## src/rtl/interval_timer.sv

```systemverilog
// interval_timer: counts qualified tick strobes up to a loadable period
// and pulses done_o once per period, in one-shot or periodic mode.
module interval_timer #(
  parameter int unsigned WORD_LENGTH    = 17,
  parameter int unsigned DEFAULT_PERIOD = 125000
) (
  input  logic                   clock_i,
  input  logic                   reset_i,
  input  logic                   enable_i,
  input  logic                   start_i,
  input  logic                   stop_i,
  input  logic                   mode_i,
  input  logic                   period_load_i,
  input  logic [WORD_LENGTH-1:0] period_i,
  input  logic                   tick_i,
  output logic                   done_o,
  output logic                   running_o,
  output logic                   paused_o,
  output logic [WORD_LENGTH-1:0] count_o
);

  localparam logic [WORD_LENGTH-1:0] DEF_PERIOD =
    WORD_LENGTH'(DEFAULT_PERIOD);

  typedef enum logic [1:0] {
    IDLE,
    RUN,
    HOLD
  } state_t;

  state_t                 state_q;
  logic [WORD_LENGTH-1:0] count_q;
  logic [WORD_LENGTH-1:0] period_q;
  logic                   done_q;
  logic                   running_q;
  logic                   paused_q;

  logic [WORD_LENGTH:0]   count_inc;
  logic                   terminal;

  // One extra bit keeps count+1 exact; >= lets a shrunk period end early.
  assign count_inc = {1'b0, count_q} + {{WORD_LENGTH{1'b0}}, 1'b1};
  assign terminal  = count_inc >= {1'b0, period_q};

  always_ff @(posedge clock_i) begin
    if (reset_i) begin
      period_q <= DEF_PERIOD;
    end else if (period_load_i && (period_i != '0)) begin
      period_q <= period_i;
    end
  end

  always_ff @(posedge clock_i) begin
    if (reset_i) begin
      state_q   <= IDLE;
      count_q   <= '0;
      done_q    <= 1'b0;
      running_q <= 1'b0;
      paused_q  <= 1'b0;
    end else begin
      done_q <= 1'b0;
      if (stop_i) begin
        state_q   <= IDLE;
        count_q   <= '0;
        running_q <= 1'b0;
        paused_q  <= 1'b0;
      end else if (start_i) begin
        state_q   <= RUN;
        count_q   <= '0;
        running_q <= 1'b1;
        paused_q  <= 1'b0;
      end else begin
        unique case (state_q)
          RUN: begin
            if (!enable_i) begin
              state_q   <= HOLD;
              running_q <= 1'b0;
              paused_q  <= 1'b1;
            end else if (tick_i) begin
              if (terminal) begin
                count_q <= '0;
                done_q  <= 1'b1;
                if (!mode_i) begin
                  state_q   <= IDLE;
                  running_q <= 1'b0;
                end
              end else begin
                count_q <= count_inc[WORD_LENGTH-1:0];
              end
            end
          end
          HOLD: begin
            if (enable_i) begin
              state_q   <= RUN;
              running_q <= 1'b1;
              paused_q  <= 1'b0;
            end
          end
          default: begin
          end
        endcase
      end
    end
  end

  assign done_o    = done_q;
  assign running_o = running_q;
  assign paused_o  = paused_q;
  assign count_o   = count_q;

endmodule
```

## config.mk

```make
export PLATFORM = sky130hd
export DESIGN_NAME = interval_timer
export DESIGN_NICKNAME = d
export VERILOG_FILES = /design/src/rtl/interval_timer.sv
export SDC_FILE = /design/constraint.sdc
export NUM_CORES = 1
export LEC_CHECK = 0
export CAP_MARGIN = 20
export CORE_ASPECT_RATIO = 2
export CORE_MARGIN = 4
export CORE_UTILIZATION = 27
export DETAILED_ROUTE_END_ITERATION = 6
export SLEW_MARGIN = 0
export SYNTH_ARGS = -nofsm -noshare
export SYNTH_HDL_FRONTEND = slang
export SYNTH_SLANG_ARGS = --single-unit
```

## constraint.sdc

```tcl
create_clock -name clock_i -period 4.5 [get_ports clock_i]
set_clock_uncertainty 0.1 [all_clocks]
set_input_delay 1.125 -clock clock_i [delete_from_list [all_inputs] [get_ports clock_i]]
set_output_delay 1.125 -clock clock_i [all_outputs]
set_load 0.005 [all_outputs]
```

==> results of run 1 <==
## logic make-up (layout without fill, tap and decap cells)
group / after synthesis / count (layout) / synth area share
compound gates: 55 / 55 / 0.148
xor+xnor: 15 / 15 / 0.0552
fa+ha+maj: 18 / 18 / 0.0946
buf+inv: 40 / 73 / 0.0715
flops: 38 / 38 / 0.320
mux: 4 / 4 / 0.0168
simple gates: 140 / 140 / 0.294
## placed cells by master (no fill, tap or decap), types with 6 or more instances in the layout
| cell | n |
|---|---|
| nand4_1 | 9 |
| a31oi_1 | 8 |
| dfxtp_1 | 38 |
| xnor2_1 | 10 |
| nand2b_1 | 6 |
| nor3_1 | 10 |
| ha_1 | 18 |
| nand3_1 | 19 |
| nand2_1 | 56 |
| inv_1 | 20 |
| a21oi_1 | 20 |
| clkdlybuf4s50_1 | 44 |
| nor2_1 | 13 |
| o21ai_0 | 10 |
## flip-flops by register name, summed over array words and instances (netlist names)
| register | cells |
|---|---|
| count_o | 17 |
| done_o | 1 |
| paused_o | 1 |
| period_q | 17 |
| state_q | 1 |
| running_o | 1 |
## power by group through the flow
stage / registers [W] / clock network [W] / logic (W)
after floorplan: 0.000356 / 0 / 0.0000354
after CTS: 0.000350 / 0.000342 / 0.0000704
after detailed placement: 0.000357 / 0 / 0.0000700
after global placement: 0.000357 / 0 / 0.0000689
after global routing: 0.000351 / 0.000354 / 0.0000783
final: 0.000350 / 0.000330 / 0.0000694
## worst min-delay path: stages (launching register included)
cell and delay, ps:
dfxtp_1 300, nand2_1 50, a21oi_1 50
## final cells by class
cell class,instances,share of cell area
multi-input combinational,232,0.485
clock buffer,7,0.0441
inverter,20,0.0249
tap,100,0.0416
sequential,38,0.253
timing repair buffer,46,0.151
## per-layer routing
metal,wire length [µm],GRT usage,vias to the layer above
li1,-,-,1141
met1,2380,0.131,1014
met2,3170,0.215,52
met3,270,0.0221,11
met4,174,0.0563,0
met5,0,0,-
## through the flow
step,setup WS [ps],cell area [µm²]
2_1_floorplan,1340,2380
3_3_place_gp,1130,2880
3_5_place_dp,1050,2880
4_1_cts,1030,3010
5_1_grt,713,3010
6_report,1030,3010
## worst paths after layout
path	to	slack, ps
worst max-delay path	running_o	1030
worst min-delay path	period_q[2]	350
worst max register to register	running_o	1030
worst min register to register	period_q[2]	350
==> implementation parameters, run 1 <==
Parameter                              Value

Die
  FP Rows    between 40 and 50
  CORE AREA    0.00865 mm²
  Effective utilization at floorplan    0.275
  Die boundary width    74.4 µm
  Num ports    between 40 and 50
  Die footprint    0.0105 mm²
  Die height    approximately 140 µm

Synth
  Share of async-settable or async-resettable flops after synthesis    0
  Synth Net Count    ~350
  Number of register bits inferred by synthesis    38
  Sequential cell area fraction in the yosys report    0.320
  Post-Syn Area per Cell    between 7 and 8 µm²
  Area share of the leading cell type in the synthesized netlist    0.320
  List of most frequent post-synthesis cells    nand2_1 (56), dfxtp_1 (38), a21oi_1 (20), inv_1 (20), nand3_1 (19)
  Prevailing post-synth register cell    dfxtp_1
  Cell type with the largest total area after synthesis    dfxtp_1
  Count leader, synth    nand2_1
  Number of flops mapped to enable cells by yosys    0
  Ys Warns    0
  Post-Syn Instances    just over 300
  Synth area leaders    dfxtp_1 (32%), ha_1 (9.5%), nand2_1 (8.8%)
  Synth cell types    between 40 and 50
  Post-synth design cell area    between 0.002 and 0.0025 mm²

Routing
  Routed via count    roughly 2200
  Remaining antenna violation count    0
  Total routed wirelength    about 6 mm
  Number of detailed-routing iterations run before antenna repair    4
  Number of DRC violations after detailed routing    0
  Via-to-Cell Ratio    5.01
  Average wire per cell in the routed design    about 14 µm
  DRC violation total after the first TritonRoute iteration    between 100 and 150

Cells and area
  Core Util, Final    0.348
  # fillers    931
  Layout cell share with drive strength beyond 1    0.0583
  Final net count    between 300 and 400
  Area taken by multi-input logic gates    between 0.001 and 0.0015 mm²
  Reg area    761 µm²
  Layout Cells excl Fill    443
  Diodes inserted    0
  Area delta synth->final    26.4%

Worst setup path
  Worst path top cell family by delay    compound AO/OA/AOI/OAI gates
  Path length in cells of the critical path    12
  Type of origin of the critical path    flip-flop
  Worst Setup End Kind    flip-flop
  Cell with the biggest individual delay on the critical path    dfxtp_1
  Critical path data required time    approximately 4600 ps
  Signal arrival time at the worst endpoint    3560 ps
  Max stage delay on crit path    between 400 and 500 ps
  Logic depth of the worst register-to-register path    12
  Cell-by-cell listing of the critical path    ha_1 -> and4_1 -> nand2_1 -> xnor2_1 -> ha_1 -> nand4_1 -> a211oi_1 -> a2111o_1 -> a211oi_4 -> buf_4 -> o311ai_1 -> a211oi_1
  Buf/Inv on CP    1
  Crit path max fanout    27
  Worst r2r src    count_o[0]
  Crit path from    count_o[0]
  CP Class    reg -> reg

Power
  Cell Int Power    0.000584 W
  Part of the power in the clock network    0.440
  Power density relative to cell area    approximately 250 mW/mm²
  Net switching share of the total power    0.221
  Peak supply drop    between 150 and 200 µV
  Sequential share of power    0.467
  Total leakage power    roughly 1.1 nW
  Power, Total    0.000749 W
  Switch Pwr    0.000166 W
  Portion of total power attributed to combinational logic    0.093

Min path
  Type of the most critical hold path    reg -> reg
  Min-delay src    period_q[2]
  Number of instances on the worst hold path    2

GRT
  Global-route wire length before repair    approximately 10 mm
  Total grt overflow    0
  Number of antenna violations at the first check in global routing    0
  Pin count of the biggest net entering global routing    31
  Vias in the first global route    about 2100
  Global-route usage over all layers    0.120

Timing
  Setup repair after global routing missed its margin    false
  Worst Hold Slack    354 ps
  Slew Viols, Final    0
  Final hold violations    0
  Transition at the pin with the smallest max-transition slack    approximately 970 ps
  Final setup violating endpoints    0
  Worst-case headroom to the max-slew limit    0.354
  Max Fclk    a little under 300 MHz
  Minimum period implied by the final worst setup slack    around 3500 ps
  Final clock period utilization by the worst path    0.770
  Sum Neg Setup Slack    0 ps

CTS
  Clock network latency to the later pin of the worst-skew pair    approximately 280 ps
  Post-cts hold buffer count    0
  Clock root buffer master    clkbuf_16
  Clock transition at the register clock pins on the worst setup and hold paths after CTS    about 60 ps
  Buffer depth of the longest clock path    2
  Post-CTS setup buffer count    0
  H-tree lvl count    2
  Number of gates resized after cts    0
  Clock buffer count from CTS    5
  Number of sinks on the clock net    38
  CTS tree    built

Placed design
  Detailed placer's ending HPWL    about 4.7 mm
  Number of port buffers    44
  Dpl cells    436
  Weighted congestion at the end of routability-driven global placement    approximately 0.88

Run status
  Outcome    completed

Job
  Max-cap check violation count    0
No activity file was read; power rests on OpenSTA's default activity.
==> inputs of run 2 (changes only) <==
==> constraint.sdc (replaced) <==
create_clock -name clock_i -period 3.1 [get_ports clock_i]
set_clock_uncertainty 0.1 [all_clocks]
set_input_delay 0.775 -clock clock_i [delete_from_list [all_inputs] [get_ports clock_i]]
set_output_delay 0.775 -clock clock_i [all_outputs]
set_load 0.005 [all_outputs]
==> implementation parameters, run 2 (synthesis results as in run 1) <==
Parameter                              Value

GRT
  Number of antenna violations at the first check in global routing    0 (unchanged)
  Global-route usage over all layers    0.138 (was 0.120)
  Total grt overflow    0 (unchanged)
  Vias in the first global route    2399 (was 2126)
  Global-route wire length before repair    11.2 mm (was 9.83 mm)
  Pin count of the biggest net entering global routing    31 (unchanged)

Timing
  Max Fclk    327 MHz (was 289 MHz)
  Worst-case headroom to the max-slew limit    0.461 (was 0.354)
  Sum Neg Setup Slack    0 ps (unchanged)
  Final setup violating endpoints    0 (unchanged)
  Transition at the pin with the smallest max-transition slack    809 ps (was 968 ps)
  Slew Viols, Final    0 (unchanged)
  Minimum period implied by the final worst setup slack    3060 ps (was 3470 ps)
  Final hold violations    0 (unchanged)
  Final clock period utilization by the worst path    0.988 (was 0.770)
  Setup repair after global routing missed its margin    true (was false)

Worst setup path
  Worst Setup End Kind    flip-flop (unchanged)
  Critical path data required time    3200 ps (was 4590 ps)
  Logic depth of the worst register-to-register path    12 (unchanged)
  Crit path max fanout    7 (was 27)
  Type of origin of the critical path    flip-flop (unchanged)
  R2r endpoint    count_o[4] (was running_o)
  Worst r2r src    count_o[0] (unchanged)
  Crit path from    count_o[0] (unchanged)
  FF-to-FF setup slack    40 ps (was 1030 ps)
  Worst setup endpoint    count_o[4] (was running_o)
  CP Class    reg -> reg (unchanged)
  Signal arrival time at the worst endpoint    3160 ps (was 3560 ps)

Cells and area
  Area delta synth->final    44.5% (was 26.4%)
  Most common cell after layout, fill and taps aside    nand2_1 (unchanged)
  Final net count    420 (was 386)
  Layout cell share with drive strength beyond 1    0.223 (was 0.0583)
  Diodes inserted    0 (unchanged)
  Layout Cells excl Fill    477 (was 443)
  Commonest non-fill, non-tap cells in the layout    nand2_1 (53), clkdlybuf4s50_1 (44), dfxtp_1 (33), buf_4 (31), inv_1 (20) (was nand2_1 (56), clkdlybuf4s50_1 (44), dfxtp_1 (38), inv_1 (20), a21oi_1 (20))

Power
  Peak supply drop    318 µV (was 186 µV)
  Power density relative to cell area    319 mW/mm² (was 249 mW/mm²)
  Total leakage power    1.38 nW (was 1.14 nW)

CTS
  Clock root buffer master    clkbuf_16 (unchanged)
  Post-cts hold buffer count    0 (unchanged)
  Number of sinks on the clock net    38 (unchanged)
  Clock network latency to the later pin of the worst-skew pair    280 ps (about the same)
  Buffer depth of the longest clock path    2 (unchanged)
  CTS tree    built (unchanged)
  Clock transition at the register clock pins on the worst setup and hold paths after CTS    60 ps (about the same)
  Clock buffer count from CTS    5 (unchanged)
  H-tree lvl count    2 (unchanged)

Placed design
  Weighted congestion at the end of routability-driven global placement    0.885 (was 0.875)
  Number of port buffers    44 (unchanged)
  Dpl cells    459 (was 436)
  Detailed placer's ending HPWL    5.00 mm (was 4.71 mm)

Routing
  Average wire per cell in the routed design    14.1 µm (was 13.5 µm)
  Routed via count    2415 (was 2218)
  Total routed wirelength    6.73 mm (was 6.00 mm)
  Number of DRC violations after detailed routing    0 (unchanged)
  Number of detailed-routing iterations run before antenna repair    4 (unchanged)
  Remaining antenna violation count    0 (unchanged)
  Via-to-Cell Ratio    5.06 (was 5.01)
  DRC violation total after the first TritonRoute iteration    139 (was 123)

Die
  Num ports    45 (unchanged)
  Die boundary width    74.4 µm (unchanged)
  Effective utilization at floorplan    0.275 (unchanged)
  Die footprint    0.0105 mm² (unchanged)
  CORE AREA    0.00865 mm² (unchanged)
  Die height    141 µm (unchanged)
  FP Rows    48 (unchanged)

Min path
  Type of the most critical hold path    reg -> reg (unchanged)
  Min-delay src    period_q[12] (was period_q[2])
  Number of instances on the worst hold path    2 (unchanged)

Job
  Max-cap check violation count    0 (unchanged)

Run status
  Outcome    completed (unchanged)
[run 2: layout make-up]
| cell class | count | area [µm²] |
|---|---|---|
| inverters | 20 | 75.1 |
| repair buffers | 80 | 729 |
| well taps | 100 | 125 |
| clock buffers | 7 | 133 |
| fillers | 914 | 5210 |
| multi-input cells | 232 | 1610 |
| flip-flops and latches | 38 | 772 |
[run 2: critical path, cell delays in order, from the launching register on]
cell,delay [ps]
dfxtp_2,350
buf_6,110
nand3_4,80
or3_4,430
xnor2_2,160
ha_1,300
nand4_1,160
inv_1,60
a2111o_1,410
a211oi_4,340
buf_6,200
nand3_1,100
a31oi_1,180
[run 2: through the flow]
step | total power, W | utilization | hold WS [ps] | setup slack, ps | instance area (µm²)
5_1_grt | 0.00114 | 0.398 | 393 | -117 | 3440
3_3_place_gp | 0.000619 | 0.354 | 348 | -60.4 | 3070
3_5_place_dp | 0.000622 | 0.354 | 348 | -92.1 | 3070
2_1_floorplan | 0.000569 | - | 336 | 27.0 | 2380
4_1_cts | 0.00111 | 0.390 | 356 | 13.3 | 3370
6_report | 0.00110 | 0.398 | 353 | 37.6 | 3440
[run 2: worst min path at each step]
stage	slack [ps]	endpoint
5_1_grt	390	period_q[12]
3_3_place_gp	350	period_q[12]
3_5_place_dp	350	period_q[12]
6_report	350	period_q[12]
2_1_floorplan	340	period_q[10]
4_1_cts	360	period_q[12]
[run 2: layer usage]
metal  track usage  vias to the layer above  wire length (µm)
li1              -                     1200                 -
met4        0.0629                        0               220
met3        0.0250                       14               278
met2         0.258                       66              3770
met1         0.139                     1135              2460
met5             0                        -                 0
[run 2: power breakdown]
group	internal (W)	switching, W
clock network	0.000294	0.000191
registers	0.000500	0.00000629
logic	0.0000536	0.0000509
[run 2: timing repair]
item / in CTS / in global routing
cloned: 2 / 0
setup buffers: 9 / 3
setup endpoints to repair: 15 / 19
pin swaps: 6 / 27
gates resized for setup: 13 / 30
==> inputs of run 3 (changes only) <==
--- a/config.mk
+++ b/config.mk
@@ -10,6 +10,7 @@
 export CORE_MARGIN = 4
 export CORE_UTILIZATION = 27
 export DETAILED_ROUTE_END_ITERATION = 6
+export SKIP_CTS_REPAIR_TIMING = 1
 export SLEW_MARGIN = 0
 export SYNTH_ARGS = -nofsm -noshare
 export SYNTH_HDL_FRONTEND = slang
==> implementation parameters, run 3 (synthesis results as in run 1) <==
Parameter                              Value

CTS
  CTS tree    built (unchanged)
  Clock root buffer master    clkbuf_16 (unchanged)
  Clock transition at the register clock pins on the worst setup and hold paths after CTS    60 ps (about the same)
  H-tree lvl count    2 (unchanged)
  Buffer depth of the longest clock path    2 (unchanged)
  Clock buffer count from CTS    5 (unchanged)
  Number of sinks on the clock net    38 (unchanged)
  Clock network latency to the later pin of the worst-skew pair    280 ps (about the same)

Die
  CORE AREA    0.00865 mm² (unchanged)
  Die height    141 µm (unchanged)
  Die boundary width    74.4 µm (unchanged)
  FP Rows    48 (unchanged)
  Num ports    45 (unchanged)
  Die footprint    0.0105 mm² (unchanged)
  Effective utilization at floorplan    0.275 (unchanged)

Cells and area
  Total non-filler cell area in the finished layout    0.00341 mm² (was 0.00344 mm²)
  # fillers    912 (was 914)
  Diodes inserted    0 (unchanged)
  Area delta synth->final    43.1% (was 44.5%)
  Final net count    414 (was 420)
  Area taken by multi-input logic gates    0.00158 mm² (was 0.00161 mm²)
  Layout cell share with drive strength beyond 1    0.197 (was 0.223)
  Reg area    772 µm² (unchanged)
  Most common cell after layout, fill and taps aside    nand2_1 (unchanged)
  Commonest non-fill, non-tap cells in the layout    nand2_1 (54), clkdlybuf4s50_1 (44), dfxtp_1 (33), buf_4 (25), inv_1 (20) (was nand2_1 (53), clkdlybuf4s50_1 (44), dfxtp_1 (33), buf_4 (31), inv_1 (20))

GRT
  Total grt overflow    0 (unchanged)
  Vias in the first global route    2282 (was 2399)
  Number of antenna violations at the first check in global routing    0 (unchanged)
  Global-route wire length before repair    10.6 mm (was 11.2 mm)
  Pin count of the biggest net entering global routing    31 (unchanged)
  Global-route usage over all layers    0.130 (was 0.138)

Timing
  Transition at the pin with the smallest max-transition slack    794 ps (was 809 ps)
  Slew Viols, Final    0 (unchanged)
  Final hold violations    0 (unchanged)
  Minimum period implied by the final worst setup slack    3070 ps (was 3060 ps)
  Setup repair after global routing missed its margin    true (unchanged)
  Final clock period utilization by the worst path    0.991 (was 0.988)
  Max Fclk    326 MHz (was 327 MHz)
  Final setup violating endpoints    0 (unchanged)
  Worst-case headroom to the max-slew limit    0.471 (was 0.461)
  Sum Neg Setup Slack    0 ps (unchanged)
  Worst setup margin    29.4 ps (was 37.6 ps)
  Worst Hold Slack    353 ps (about the same)

Routing
  Number of detailed-routing iterations run before antenna repair    4 (unchanged)
  Total routed wirelength    6.66 mm (was 6.73 mm)
  Average wire per cell in the routed design    14.1 µm (about the same)
  Number of DRC violations after detailed routing    0 (unchanged)
  Remaining antenna violation count    0 (unchanged)
  DRC violation total after the first TritonRoute iteration    200 (was 139)
  Routed via count    2383 (was 2415)
  Via-to-Cell Ratio    5.06 (about the same)

Placed design
  Post-place setup slack    -92.1 ps (unchanged)
  Detailed placer's ending HPWL    5.00 mm (unchanged)
  Number of port buffers    44 (unchanged)
  Post-detailed-placement cell area    0.00307 mm² (unchanged)
  Weighted congestion at the end of routability-driven global placement    0.885 (unchanged)

Worst setup path
  Worst Setup End Kind    flip-flop (unchanged)
  Critical path data required time    3190 ps (was 3200 ps)
  Signal arrival time at the worst endpoint    3160 ps (about the same)
  CP Class    reg -> reg (unchanged)
  Crit path max fanout    7 (unchanged)
  Type of origin of the critical path    flip-flop (unchanged)

Power
  Total leakage power    1.37 nW (was 1.38 nW)
  Power, Total    0.00110 W (about the same)
  Power density relative to cell area    322 mW/mm² (was 319 mW/mm²)
  Peak supply drop    317 µV (was 318 µV)

Job
  Max-cap check violation count    0 (unchanged)

Min path
  Type of the most critical hold path    reg -> reg (unchanged)

Run status
  Outcome    completed (unchanged)
run 3: final timing paths:
check               startpoint      endpoint  slack, ps  depth (start not counted)
setup / recovery    count_o[8]    count_o[6]         30                         12
hold / removal    period_q[12]  period_q[12]        350                          2
setup reg to reg    count_o[8]    count_o[6]         30                         12
hold reg to reg   period_q[12]  period_q[12]        350                          2
run 3: metrics by stage:
step                      utilization  std cells
after floorplan                     -        310
after global placement          0.354        459
after detailed placement        0.354        459
after CTS                       0.370        466
after global routing            0.394        471
final                           0.394        471
run 3: where the power goes:
part           leakage (nW)  switching, W  internal [W]
Clock                0.0640      0.000193      0.000294
Combinational         0.997     0.0000505     0.0000534
Sequential            0.313    0.00000633      0.000500
Total                  1.37      0.000250      0.000848
run 3: per-layer routing:
layer	GRT usage	routed length, µm	up-vias
met3	0.0236	281	9
met2	0.241	3710	66
met5	0	0	-
met4	0.0525	155	0
met1	0.139	2510	1114
li1	-	-	1194
run 3: final cells by class:
cell class	count	area share
inverters	20	0.0220
clock buffers	7	0.0389
well taps	100	0.0367
repair buffers	74	0.212
multi-input cells	232	0.464
flip-flops and latches	38	0.227
run 3: critical path: stages (launching register included):
cell and delay (ps):
dfxtp_4 390, nand4_1 130, or3_4 450, xnor2_2 150
ha_1 280, nand4_1 160, a211oi_1 70, a2111o_1 410
a211oi_4 260, buf_4 170, clkbuf_16 150, nand3_1 80
a21oi_1 170
==> RTL change (settings of run 2) <==
`DEFAULT_PERIOD`: 125000 -> 62500.
--- a/src/rtl/interval_timer.sv
+++ b/src/rtl/interval_timer.sv
@@ -2,7 +2,7 @@
 // and pulses done_o once per period, in one-shot or periodic mode.
 module interval_timer #(
   parameter int unsigned WORD_LENGTH    = 17,
-  parameter int unsigned DEFAULT_PERIOD = 125000
+  parameter int unsigned DEFAULT_PERIOD = 62500
 ) (
   input  logic                   clock_i,
   input  logic                   reset_i,
Formal check against the unedited RTL: no difference found for any inputs over 10 cycles, from zero or initial values and one cycle with reset_i high; that may be too few to reach the edited logic, so the function may still have changed.
==> RTL change against run 2 <==
  * Worst setup slack gained 11 ps
  * First-iteration DRC count shrank 40%
  * Final area grew 0.62%
  * Sequential power is essentially flat
  * Routed wire length grew 0.91%
  * Critical path type unchanged
  * Power grew 8.6%
  * Maximum frequency grew 0.38%
  * Largest cell class unchanged
  * Area after synthesis shrank 0.68%
  * Synthesized cell count shrank 0.97%
  * Sequential cell count is the same
  * Clock power grew 19%
==> RTL change: results (changes against run 2) <==
status: finished clean
M1 WL: 2.528 mm (+2.7%)
slowest cell on the critical path: or3_4
met2 layer wire length in the routed design: 3.618 mm (-4.0%)
cell internal pwr: 931.6 uW (+9.9%)
post-placement cell area: 2994 sq um (-2.3%)
wire length of the first global-routing pass: 10.60 mm (-5.2%)
met2 routing resource usage after global routing: 23.13% (-2.7 points)
count of yosys warnings during synthesis: 0 (unchanged)
sequential element share of the synthesized area: 32.19% (+0.22 points)
top post-synthesis cells by count: nand2_1 (53), dfxtp_1 (38), inv_1 (20)
cell area power density: 344.0 nW/um^2 (+8.0%)
worst hold path stage count: 2 (unchanged)
Syn Inst Count: 307 (-0.97%)
Hold Worst Slack: 357.1 ps (+4.335 ps)
number of distinct library cell variants in the gate-level netlist after synthesis: 40 (-9.1%)
post-layout net count: 417 (-0.71%)
placed wire-length estimate: 4.923 mm (-1.5%)
max-slew violations: 0 (unchanged)
detailed route wirelength on metal3: 300 um (+7.9%)
global-route met3 utilization: 2.443% (-0.056 points)
number of resized instances in the post-cts repair step: 9 (-4)
CP max stage delay: 410 ps (-20 ps)
Tot GR Track Use: 13.01% (-0.77 points)
launching point of the worst reg2reg path: count_o[7]
Via Count: 2,384 (-1.3%)
Setup Buffers After CTS: 6 (-3)
total clock buffers created by CTS: 5 (unchanged)
min-delay src: period_q[8]
post-placement setup slack: -136.6 ps (-44.54 ps)
Worst Max-Slew Pin Slew: 754.0 ps (-54.67 ps)
detail-routed via count per cell: 5.019 (-0.87%)
later-pin clock latency in the skew report: 290 ps
GPL Wtd Cong: 0.9097 (+2.8%)
M1 GR Usage: 13.60% (-0.34 points)
critical-path maximum fanout: 6 (-1)
total wirelength of the detailed-routed design: 6.791 mm (+0.91%)
Hold Path Sink: period_q[8]
Detailed Route Iter0 Violations: 83 (-40%)
cells taking the most area after synthesis: dfxtp_1 (32%), ha_1 (9.5%), nand2_1 (8.4%)
fill cell count: 857 (-6.2%)
worst setup path end: count_o[6]
via count of the first global-routing pass: 2,318 (-3.4%)
Setup WS post-layout: 49.07 ps (+11.49 ps)
initial antenna violation count: 0 (unchanged)
Hold Path Class: reg -> reg
worst reg-to-reg path cell count: 12 (unchanged)
largest buffer count on any clock path: 2 (unchanged)
fraction of layout cells with a size suffix above 1: 23.20% (+0.92 points)
Clock Pin Slew Worst Setup and Hold Paths: 60 ps (about the same)
flip-flop and latch power: 507 uW (about the same)
Net Count, Synth: 350 (-0.85%)
leakage power of the design: 0.001402 uW (+1.3%)
arrival time of the worst setup path: 3160 ps (about the same)
cell family contributing the most delay on the critical path: compound AO/OA/AOI/OAI gates
number of cells after detailed placement: 451 (-1.7%)
Worst VDD drop: 0.3048 mV (-4.1%)
-- RTL change: changes by cell type after synthesis, sizes merged --
cell / delta
nand3b: +3
and2b: -1
nor2: +3
nor2b: +1
o21ai: -3
nand2b: -3
a21oi: -3
buf: +1
nand2: -3
mux2i: +3
clkbuf: -1
-- RTL change: logic make-up (layout without fill, tap and decap cells) --
logic type      Yosys count  count (layout)  share of synthesized area, %
compound gates           49              49                         13.23
xor+xnor                 15              15                         5.558
fa+ha+maj                18              18                         9.529
buf+inv                  40             108                         7.252
flops                    38              38                         32.19
mux                       7               7                         2.965
simple gates            140             140                         29.27
-- RTL change: cell type report --
type	instances	area [sq um]	share of cell area [%]
Clock buffer	5	125.1	3.615
Clock inverter	3	40.04	1.157
Inverter	20	75.07	2.169
Multi-Input combinational cell	229	1590	45.95
Sequential cell	38	778.2	22.49
Tap cell	100	125.1	3.615
Timing Repair Buffer	80	726.9	21.01
